### src/rtl/event_processor_if.sv
// event_processor_if: game FSM <-> event processor handshake and display status bundle
interface event_processor_if;
  logic [3:0] event_flag;
  logic [3:0] p1_pos;
  logic [3:0] p2_pos;
  logic turn;
  logic event_end_tick;
  logic event_active;
  logic [3:0] event_code;
  logic event_player;
  logic [15:0] event_led;
  modport master (
    output event_flag, p1_pos, p2_pos, turn,
    input event_end_tick, event_active, event_code, event_player, event_led
  );
  modport slave (
    input event_flag, p1_pos, p2_pos, turn,
    output event_end_tick, event_active, event_code, event_player, event_led
  );
endinterface

### src/rtl/event_processor.sv
// event_processor: settles the board snapshot, runs timed event effects with LED animation, pulses end tick
module event_processor #(
  parameter int unsigned EVT_SEC = 100_000_000,
  parameter int unsigned STEP_CYC = 25_000_000,
  parameter int unsigned SETTLE_CYC = 2
) (
  input logic clk,
  input logic reset,
  event_processor_if.slave bus
);
  typedef enum logic [2:0] {S_IDLE, S_SETTLE, S_RUN, S_DONE, S_WIN} state_t;
  state_t state_q, state_d;
  logic [11:0] snap, snap_q, snap_d, prev_q;
  logic [31:0] stable_cnt_q, stable_cnt_d, sec_cnt_q, sec_cnt_d, step_cnt_q, step_cnt_d;
  logic [7:0] rot_q, rot_d;
  logic [15:0] win_q, win_d;
  logic [3:0] code_q, code_d;
  logic player_q, player_d;
  logic [2:0] dur_sec;
  logic [63:0] target;
  logic step_wrap, settled;
  assign snap = {bus.event_flag, bus.p1_pos, bus.p2_pos};
  assign step_wrap = step_cnt_q == 32'(STEP_CYC - 1);
  assign settled = snap == prev_q && stable_cnt_q == 32'(SETTLE_CYC - 1);
  assign bus.event_active = state_q == S_RUN || state_q == S_WIN;
  assign bus.event_end_tick = state_q == S_DONE;
  assign bus.event_code = code_q;
  assign bus.event_player = player_q;
  assign bus.event_led = state_q == S_RUN ? (player_q ? {8'h00, rot_q} : {rot_q, 8'h00}) :
                         state_q == S_WIN ? win_q : 16'h0000;
  // event duration in seconds and the full-width cycle target it implies
  always_comb begin
    dur_sec = code_q == 4'd2 ? 3'd2 : code_q == 4'd3 ? 3'd1 : code_q == 4'd4 ? 3'd2 :
              (code_q == 4'd6 || code_q == 4'd8) ? 3'd3 : 3'd0;
    target = 64'(dur_sec) * 64'(EVT_SEC);
  end
  // next-state: settle the snapshot, then time the effect and advance the animation
  always_comb begin
    state_d = state_q;
    snap_d = snap_q;
    stable_cnt_d = stable_cnt_q;
    sec_cnt_d = sec_cnt_q;
    step_cnt_d = step_cnt_q;
    rot_d = rot_q;
    win_d = win_q;
    code_d = code_q;
    player_d = player_q;
    case (state_q)
      S_IDLE: begin
        state_d = snap != snap_q ? S_SETTLE : S_IDLE;
        stable_cnt_d = 32'd0;
      end
      S_SETTLE: begin
        stable_cnt_d = snap != prev_q ? 32'd0 : stable_cnt_q + 32'd1;
        if (settled) begin
          snap_d = snap;
          state_d = bus.event_flag == 4'd0 ? S_IDLE : bus.event_flag == 4'd10 ? S_WIN : S_RUN;
          if (bus.event_flag != 4'd0) begin
            code_d = bus.event_flag;
            player_d = bus.turn;
            sec_cnt_d = 32'd0;
            step_cnt_d = 32'd0;
            rot_d = 8'h01;
            win_d = 16'hF0F0;
          end
        end
      end
      S_RUN: begin
        sec_cnt_d = sec_cnt_q + 32'd1;
        step_cnt_d = step_wrap ? 32'd0 : step_cnt_q + 32'd1;
        rot_d = step_wrap ? {rot_q[6:0], rot_q[7]} : rot_q;
        state_d = {32'd0, sec_cnt_q} + 64'd1 >= target ? S_DONE : S_RUN;
      end
      S_DONE: state_d = S_IDLE;
      S_WIN: begin
        step_cnt_d = step_wrap ? 32'd0 : step_cnt_q + 32'd1;
        win_d = step_wrap ? ~win_q : win_q;
      end
      default: state_d = S_IDLE;
    endcase
  end
  // state and datapath registers; prev_q tracks last cycle's live snapshot
  always_ff @(posedge clk) begin
    if (reset) begin
      state_q <= S_IDLE;
      snap_q <= '0;
      prev_q <= '0;
      stable_cnt_q <= '0;
      sec_cnt_q <= '0;
      step_cnt_q <= '0;
      rot_q <= '0;
      win_q <= '0;
      code_q <= '0;
      player_q <= 1'b0;
    end else begin
      state_q <= state_d;
      snap_q <= snap_d;
      prev_q <= snap;
      stable_cnt_q <= stable_cnt_d;
      sec_cnt_q <= sec_cnt_d;
      step_cnt_q <= step_cnt_d;
      rot_q <= rot_d;
      win_q <= win_d;
      code_q <= code_d;
      player_q <= player_d;
    end
  end
endmodule

### src/flat_wrapper.sv
// flat-port wrapper written by rule: the top's interface ports become plain ports
module event_processor_flat 
#(
  parameter int unsigned EVT_SEC = 100_000_000,
  parameter int unsigned STEP_CYC = 25_000_000,
  parameter int unsigned SETTLE_CYC = 2
)
  (clk, reset, bus_event_flag, bus_p1_pos, bus_p2_pos, bus_turn, bus_event_end_tick, bus_event_active, bus_event_code, bus_event_player, bus_event_led);
  event_processor_if bus_i ();
  input logic clk;
  input logic reset;
  input wire logic [$bits(bus_i.event_flag)-1:0] bus_event_flag;
  input wire logic [$bits(bus_i.p1_pos)-1:0] bus_p1_pos;
  input wire logic [$bits(bus_i.p2_pos)-1:0] bus_p2_pos;
  input wire logic [$bits(bus_i.turn)-1:0] bus_turn;
  output wire logic [$bits(bus_i.event_end_tick)-1:0] bus_event_end_tick;
  output wire logic [$bits(bus_i.event_active)-1:0] bus_event_active;
  output wire logic [$bits(bus_i.event_code)-1:0] bus_event_code;
  output wire logic [$bits(bus_i.event_player)-1:0] bus_event_player;
  output wire logic [$bits(bus_i.event_led)-1:0] bus_event_led;
  assign bus_i.event_flag = bus_event_flag;
  assign bus_i.p1_pos = bus_p1_pos;
  assign bus_i.p2_pos = bus_p2_pos;
  assign bus_i.turn = bus_turn;
  assign bus_event_end_tick = bus_i.event_end_tick;
  assign bus_event_active = bus_i.event_active;
  assign bus_event_code = bus_i.event_code;
  assign bus_event_player = bus_i.event_player;
  assign bus_event_led = bus_i.event_led;
  event_processor #(.EVT_SEC(EVT_SEC), .STEP_CYC(STEP_CYC), .SETTLE_CYC(SETTLE_CYC)) u_core (.clk(clk), .reset(reset), .bus(bus_i));
endmodule
### config.mk
export PLATFORM = sky130hd
export DESIGN_NAME = event_processor_flat
export DESIGN_NICKNAME = d
export VERILOG_FILES = /design/src/rtl/event_processor_if.sv /design/src/rtl/event_processor.sv /design/src/flat_wrapper.sv
export SDC_FILE = /design/constraint.sdc
export NUM_CORES = 1
export LEC_CHECK = 0
export ABC_AREA = 1
export CORE_MARGIN = 1.5
export CORE_UTILIZATION = 34
export CTS_BUF_LIST = sky130_fd_sc_hd__clkbuf_8
export DETAILED_ROUTE_END_ITERATION = 8
export GPL_TIMING_DRIVEN = 0
export PLACE_DENSITY = 0.48
export SYNTH_ARGS = -nofsm -noshare
export SYNTH_HDL_FRONTEND = slang
export SYNTH_SLANG_ARGS = --single-unit
### constraint.sdc
create_clock -name clk -period 3.3 [get_ports clk]
set_input_delay 0.66 -clock clk [delete_from_list [all_inputs] [get_ports clk]]
set_output_delay 0.66 -clock clk [all_outputs]
set_load 0.02 [all_outputs]
==> results of run 1 <==
## logic make-up after synthesis
logic type	count (synthesis)
AO/OA/AOI/OAI	211
AND/OR/NAND/NOR	776
buffers and inverters	201
adder cells (fa/ha/maj)	27
XOR/XNOR	43
flip-flops	152
## flip-flops by register name (all words and copies together), names as in the netlist
name and count:
u_core.bus.event_code 4, u_core.bus.event_player 1, u_core.prev_q 12, u_core.rot_q 8, u_core.sec_cnt_q 32, u_core.snap_q 12, u_core.stable_cnt_q 32, u_core.state_q 3
u_core.step_cnt_q 32, u_core.win_q 16
## metal layers
metal,track usage (%),vias to the layer above,wire [um]
li1,-,4672,-
met1,26.2,4021,13100
met2,31.1,108,11600
met3,3.17,19,675
met4,4.23,0,231
met5,0,-,0
## worst register-to-register path: stages, from the launching register on
cell and delay [ns]:
dfxtp_1 0.36, ha_1 0.19, nand2_1 0.08, inv_1 0.11
nand3_1 0.16, nor2_4 0.21, inv_1 0.13, nor3_2 0.20
nand3_1 0.12, xor2_1 0.15, inv_1 0.08, ha_1 0.27
nand2_1 0.06, nor2_1 0.17, nand3_1 0.10, nor2_1 0.09
nor2_1 0.05, nand2_1 0.09, nand2_1 0.09, nand3_1 0.11
nand2_1 0.05, inv_1 0.05
## what timing repair did
item / in CTS / in global routing
resized for setup: 3 / 14
buffers inserted: 1 / 1
pin swaps: 0 / 2
endpoints found under the setup margin: 4 / 4
## metrics by stage
| step | hold WS, ns | utilization [%] | TNS [ns] | cell area [sq um] |
|---|---|---|---|---|
| 2_1_floorplan | 0.444 | - | 0 | 9040 |
| 3_3_place_gp | 0.452 | 37.6 | 0 | 9810 |
| 3_5_place_dp | 0.457 | 37.6 | 0 | 9810 |
| 4_1_cts | 0.405 | 39.3 | 0 | 10200 |
| 5_1_grt | 0.431 | 39.5 | -0.00822 | 10300 |
| 6_report | 0.424 | 39.5 | 0 | 10300 |
## path summary, 6_finish.rpt
kind / slack, ns / endpoint / startpoint
worst max register to register: 0.34 / u_core.state_q[0]$_SDFFE_PP0P_ / u_core.sec_cnt_q[1]$_SDFFE_PP0P_
worst max-delay path: 0.20 / bus_event_led[7] / u_core.bus.event_player$_SDFFE_PP0P_
worst min register to register: 0.47 / u_core.rot_q[4]$_SDFFE_PP0P_ / u_core.rot_q[4]$_SDFFE_PP0P_
worst min-delay path: 0.42 / u_core.prev_q[8]$_SDFF_PP0_ / bus_event_flag[0]
## power groups by stage
stage	Combinational [mW]	Clock [mW]	Sequential, mW
floorplan	0.191	0	1.90
global placement	0.311	0	1.90
detailed placement	0.313	0	1.90
CTS	0.315	1.61	1.86
global route	0.346	1.69	1.86
finish	0.309	1.56	1.86
## placed cells by master (no fill, tap or decap), types with 4 or more instances in the layout
cell type,n
inv_1,144
nor3_2,4
or2_2,19
nand2_1,405
clkbuf_1,25
nand4_1,27
a21oi_1,140
nor2_1,163
clkdlybuf4s50_1,35
nor3_1,46
nand3_1,69
ha_1,26
xnor2_1,10
clkinv_4,4
buf_4,4
o21ai_0,42
nor4_1,15
buf_2,10
o22ai_1,10
xor2_1,33
nor2_2,5
inv_2,8
clkbuf_8,18
or2_1,5
dfxtp_1,150
## layout make-up
type / count / area [sq um] / area share (%)
tap: 335 / 419 / 4.07
multi-input combinational: 1057 / 5250 / 51.0
antenna: 1 / 2.50 / 0.0243
clock inverter: 13 / 169 / 1.64
buffer: 43 / 209 / 2.03
inverter: 156 / 593 / 5.76
clock buffer: 18 / 248 / 2.41
timing repair buffer: 37 / 365 / 3.55
sequential: 152 / 3050 / 29.6
==> impl_metrics.yaml, run 1 <==
status:
  status: "completed"
synthesis:
  syn_inst: 1410
  synth-compound-area-share_pct: 12.6
  synth_cell_types: 49
  synth_common_cells: "405 x nand2_1, 165 x nor2_1, 152 x dfxtp_1"
  synth-xor-area-share_pct: 4.17
  yosys.area_share.simple_pct: 37.0
  synth_most_common_cell: "nand2_1"
  yosys_warnings: 0
  yosys-top-cells-area: "dfxtp_1 34%, nand2_1 17%, a21oi_1 7.8%, nor2_1 6.9%, inv_1 6.0%"
  synth_fa_ha_area_share_pct: 3.74
  avgSynthCellArea_sq_um: 6.41
  ys.flop_type: "dfxtp_1"
  synthesis.nets: 1452
  synth_top_area_cell: "dfxtp_1"
  synth_edf_count: 0
  yosysTopAreaCellShare_pct: 33.7
  synth_seq_area_share_pct: 33.7
  synth_area_sq_mm: 0.00904
  muxShareOfSynthArea_pct: 0
  ys_seq_elements: 152
  async_flop_share_pct: 0
  synth_top_family_by_area: "simple AND/OR/NAND/NOR gates"
layout:
  fin_nets: 1506
  layout-drive-gt1-share_pct: 7.45
  fin_cells: 1812
  fill_cells: 2810
  area_growth_pct: 14.0
global_routing:
  grt_pass1_wl_mm: 42.7
  grt_max_degree: 17
  antenna_found_initial: 1
  grt_use_total_pct: 19.0
  gr-total-overflow: 0
  grt_pass1_vias: 8419
pwr:
  p_int_mw: 2.70
  power_density_mw_per_mm2: 362
  seq_power_share_pct: 49.9
  swShare_pct: 27.4
  peakVddDrop_v: 0.000214
  p_sw_mw: 1.02
  power.total_mw: 3.73
  power.share.clock_pct: 41.9
  pwr-share-comb_pct: 8.3
  power.leakage_nw: 3.79
clocking:
  clk_latency_ns: 0.47
  cts_buffers: 17
  cts_tree: "done"
  cts_buffer_depth: 2
  cts_root_buf: "clkbuf_8"
  htreeDepth: 4
  post_cts_hold_buffer_count: 0
  cts_sinks: 152
  cts.clk_slew.worst_paths_ns: 0.09
timing:
  fin_crit_ns: 3.10
  final-hold-violation-count: 0
  slew_violations: 0
  setup_viol_count_final: 0
  post-route-period-util_pct: 94.0
  clock-skew-final_ns: 0.0194
  fin_ws_ns: 0.197
  clock.fmax_ghz: 0.322
  maxSlewHeadroom_pct: 45.2
  worstMarginPinSlew_ns: 0.821
  rsz0062_at_grt: "yes"
setup_path:
  worstPathRequired_ns: 2.64
  critical_path_class: "reg2out"
  path_cells: "clkinv_2 -> o31ai_1 -> clkdlybuf4s50_1"
  worstSetupEndpointType: "primary output"
  worstPathArrival_ns: 2.44
  cp_slowest_stage_delay_ns: 0.68
  crit_path_start_kind: "register"
  path_depth: 3
  worst-path-max-fanout: 10
  reg2reg_depth: 21
  crit_buf_inv: 2
  slowest_stage: "clkdlybuf4s50_1"
  cp_top_family: "buffers and inverters"
floorplan:
  die_y_um: 166
  die_x_um: 166
  core_area_sq_mm: 0.0261
  num_rows: 59
  dieArea_sq_mm: 0.0276
  io_pins: 38
  start_util_pct: 34.7
routing:
  ant_nets: 0
  drtIter0Drc: 563
  wl_per_cell_um: 14.1
  routed_wirelength_mm: 25.6
  drc_errors: 0
  via_per_inst: 4.87
  vias: 8820
  dr.pass1.iters: 5
placement:
  hpwl_mm: 19.5
  routabilityCongestion: 0.893
  dp.cells: 1780
  preCtsSetupSlack_ns: 0.0293
  portBuffers: 35
run:
  cap_violations: 0
worst_hold_path:
  holdPathStages: 3
  hp-class: "in2reg"
No activity file was read; power rests on OpenSTA's default activity.
==> run 2: changes to the inputs <==
CTS_CLUSTER_DIAMETER = 120   (was default)
==> results of run 2 <==
Final layout, timing and power as in run 1 (identical DEF).
==> run 3: changes to the inputs <==
CAP_MARGIN = 20   (was default)
clock period = 4 ns   (was 3.3 ns; I/O delays follow)
==> impl_metrics.yaml, run 3 (same netlist as run 1, synthesis figures left out) <==
clocking:
  cts_root_buf: "clkbuf_8"
  post_cts_buffers: 0
  clk_latency_ns: 0.47
  cts_resized: 0
  cts_buffers: 17
  cts.clk_slew.worst_paths_ns: 0.09
  post_cts_hold_buffer_count: 0
  cts_tree: "done"
  cts_buffer_depth: 2
  htreeDepth: 4
  cts_sinks: 152
layout:
  final_common_cell: "nand2_1"
  final_area_sq_mm: 0.0102
  layout-drive-gt1-share_pct: 6.51
  fin_nets: 1505
  area_growth_pct: 13.1
  fill_cells: 2813
  multi_input_area_sq_mm: 0.00519
  top_regs: "u_core.sec_cnt_q: 32 flops, u_core.stable_cnt_q: 32 flops, u_core.step_cnt_q: 32 flops"
  seq_area_sq_mm: 0.00304
  mostFrequentLayoutCells: "405 x nand2_1, 165 x nor2_1, 152 x dfxtp_1"
routing:
  dr.pass1.iters: 6
  drtIter0Drc: 549
  ant_nets: 0
  wl_per_cell_um: 14.1
  drc_errors: 0
  vias: 8794
  routed_wirelength_mm: 25.5
  via_per_inst: 4.86
global_routing:
  grt_max_degree: 17
  gr-total-overflow: 0
  antenna_found_initial: 1
  grt_pass1_wl_mm: 42.6
  grt_use_total_pct: 19.0
  grt_pass1_vias: 8407
placement:
  portBuffers: 35
  hpwl_mm: 19.5
  dpl_cell_area_sq_mm: 0.00981
  routabilityCongestion: 0.893
floorplan:
  num_rows: 59
  die_y_um: 166
  core_area_sq_mm: 0.0261
  start_util_pct: 34.7
  die_x_um: 166
  io_pins: 38
  dieArea_sq_mm: 0.0276
setup_path:
  worstPathRequired_ns: 3.20
  worstPathArrival_ns: 2.79
  worst-path-max-fanout: 9
  critical_path_class: "reg2out"
  crit_path_start_kind: "register"
  worstSetupEndpointType: "primary output"
  reg2reg_depth: 19
pwr:
  p_sw_mw: 0.843
  power.total_mw: 3.07
  seq_power_share_pct: 49.9
  swShare_pct: 27.4
  power.share.clock_pct: 41.9
  power.leakage_nw: 3.76
  p_int_mw: 2.23
  pwr-share-comb_pct: 8.2
  power_density_mw_per_mm2: 301
  peakVddDrop_v: 0.000177
run:
  cap_violations: 0
timing:
  worstMarginPinSlew_ns: 0.840
  final-hold-violation-count: 0
  clock.fmax_ghz: 0.278
  fin_crit_ns: 3.59
  setup_viol_count_final: 0
  post-route-period-util_pct: 89.8
  rsz0062_at_grt: "no"
  slew_violations: 0
  clock-skew-final_ns: 0.0193
  maxSlewHeadroom_pct: 44.0
  tns_ns: 0
worst_hold_path:
  holdPathStages: 2
  hp-class: "reg2reg"
status:
  status: "completed"
==> run 3: cell types whose count changed in the layout (fill, tap and decap cells not counted), sizes merged <==
cell      previous run  this run
clkbuf              45        44
clkinv               8         9
clkinvlp             2         1
==> run 3: area by class of cell <==
class                      count  share of cell area [%]
timing repair buffer          35                    3.43
clock inverter                13                    1.65
sequential                   152                    29.8
clock buffer                  18                    2.42
multi-input combinational   1057                    50.8
buffer                        44                    2.04
tap                          335                    4.10
inverter                     156                    5.75
antenna                        1                  0.0245
==> run 3: final timing paths <==
path / slack [ns] / endpoint / start
setup reg to reg: 0.80 / u_core.state_q[0]$_SDFFE_PP0P_ / u_core.bus.event_code[0]$_SDFFE_PP0P_
hold reg to reg: 0.47 / u_core.rot_q[4]$_SDFFE_PP0P_ / u_core.rot_q[4]$_SDFFE_PP0P_
hold / removal: 0.47 / u_core.rot_q[4]$_SDFFE_PP0P_ / u_core.rot_q[4]$_SDFFE_PP0P_
setup / recovery: 0.41 / bus_event_led[7] / u_core.bus.event_player$_SDFFE_PP0P_
==> run 3: critical path: stages (launching register included) <==
cell             delay [ns]
dfxtp_1                0.33
buf_1                  0.40
clkinv_1               0.45
o31ai_1                0.45
clkdlybuf4s50_1        0.68
==> run 3: power groups by stage <==
| stage | sequential [mW] | combinational [mW] | clock, mW |
|---|---|---|---|
| final | 1.53 | 0.252 | 1.29 |
| after detailed placement | 1.57 | 0.258 | 0 |
| after CTS | 1.53 | 0.258 | 1.33 |
| after global placement | 1.57 | 0.256 | 0 |
| after global routing | 1.53 | 0.283 | 1.39 |
| after floorplan | 1.57 | 0.158 | 0 |
==> run 3: metal layers <==
layer	vias up	track usage [%]	wire length [um]
li1	4664	-	-
met1	3995	26.2	13000
met2	120	31.1	11500
met3	15	3.17	745
met4	0	4.03	198
met5	-	0	0
==> run 3: metrics by stage <==
| step | std cells | utilization (%) | setup WS (ns) | hold slack, ns |
|---|---|---|---|---|
| floorplan | 1410 | - | 1.27 | 0.444 |
| global placement | 1780 | 37.6 | 0.622 | 0.452 |
| detailed placement | 1780 | 37.6 | 0.615 | 0.457 |
| CTS | 1811 | 39.2 | 0.110 | 0.471 |
| global route | 1811 | 39.2 | 0.214 | 0.503 |
| finish | 1811 | 39.2 | 0.409 | 0.468 |
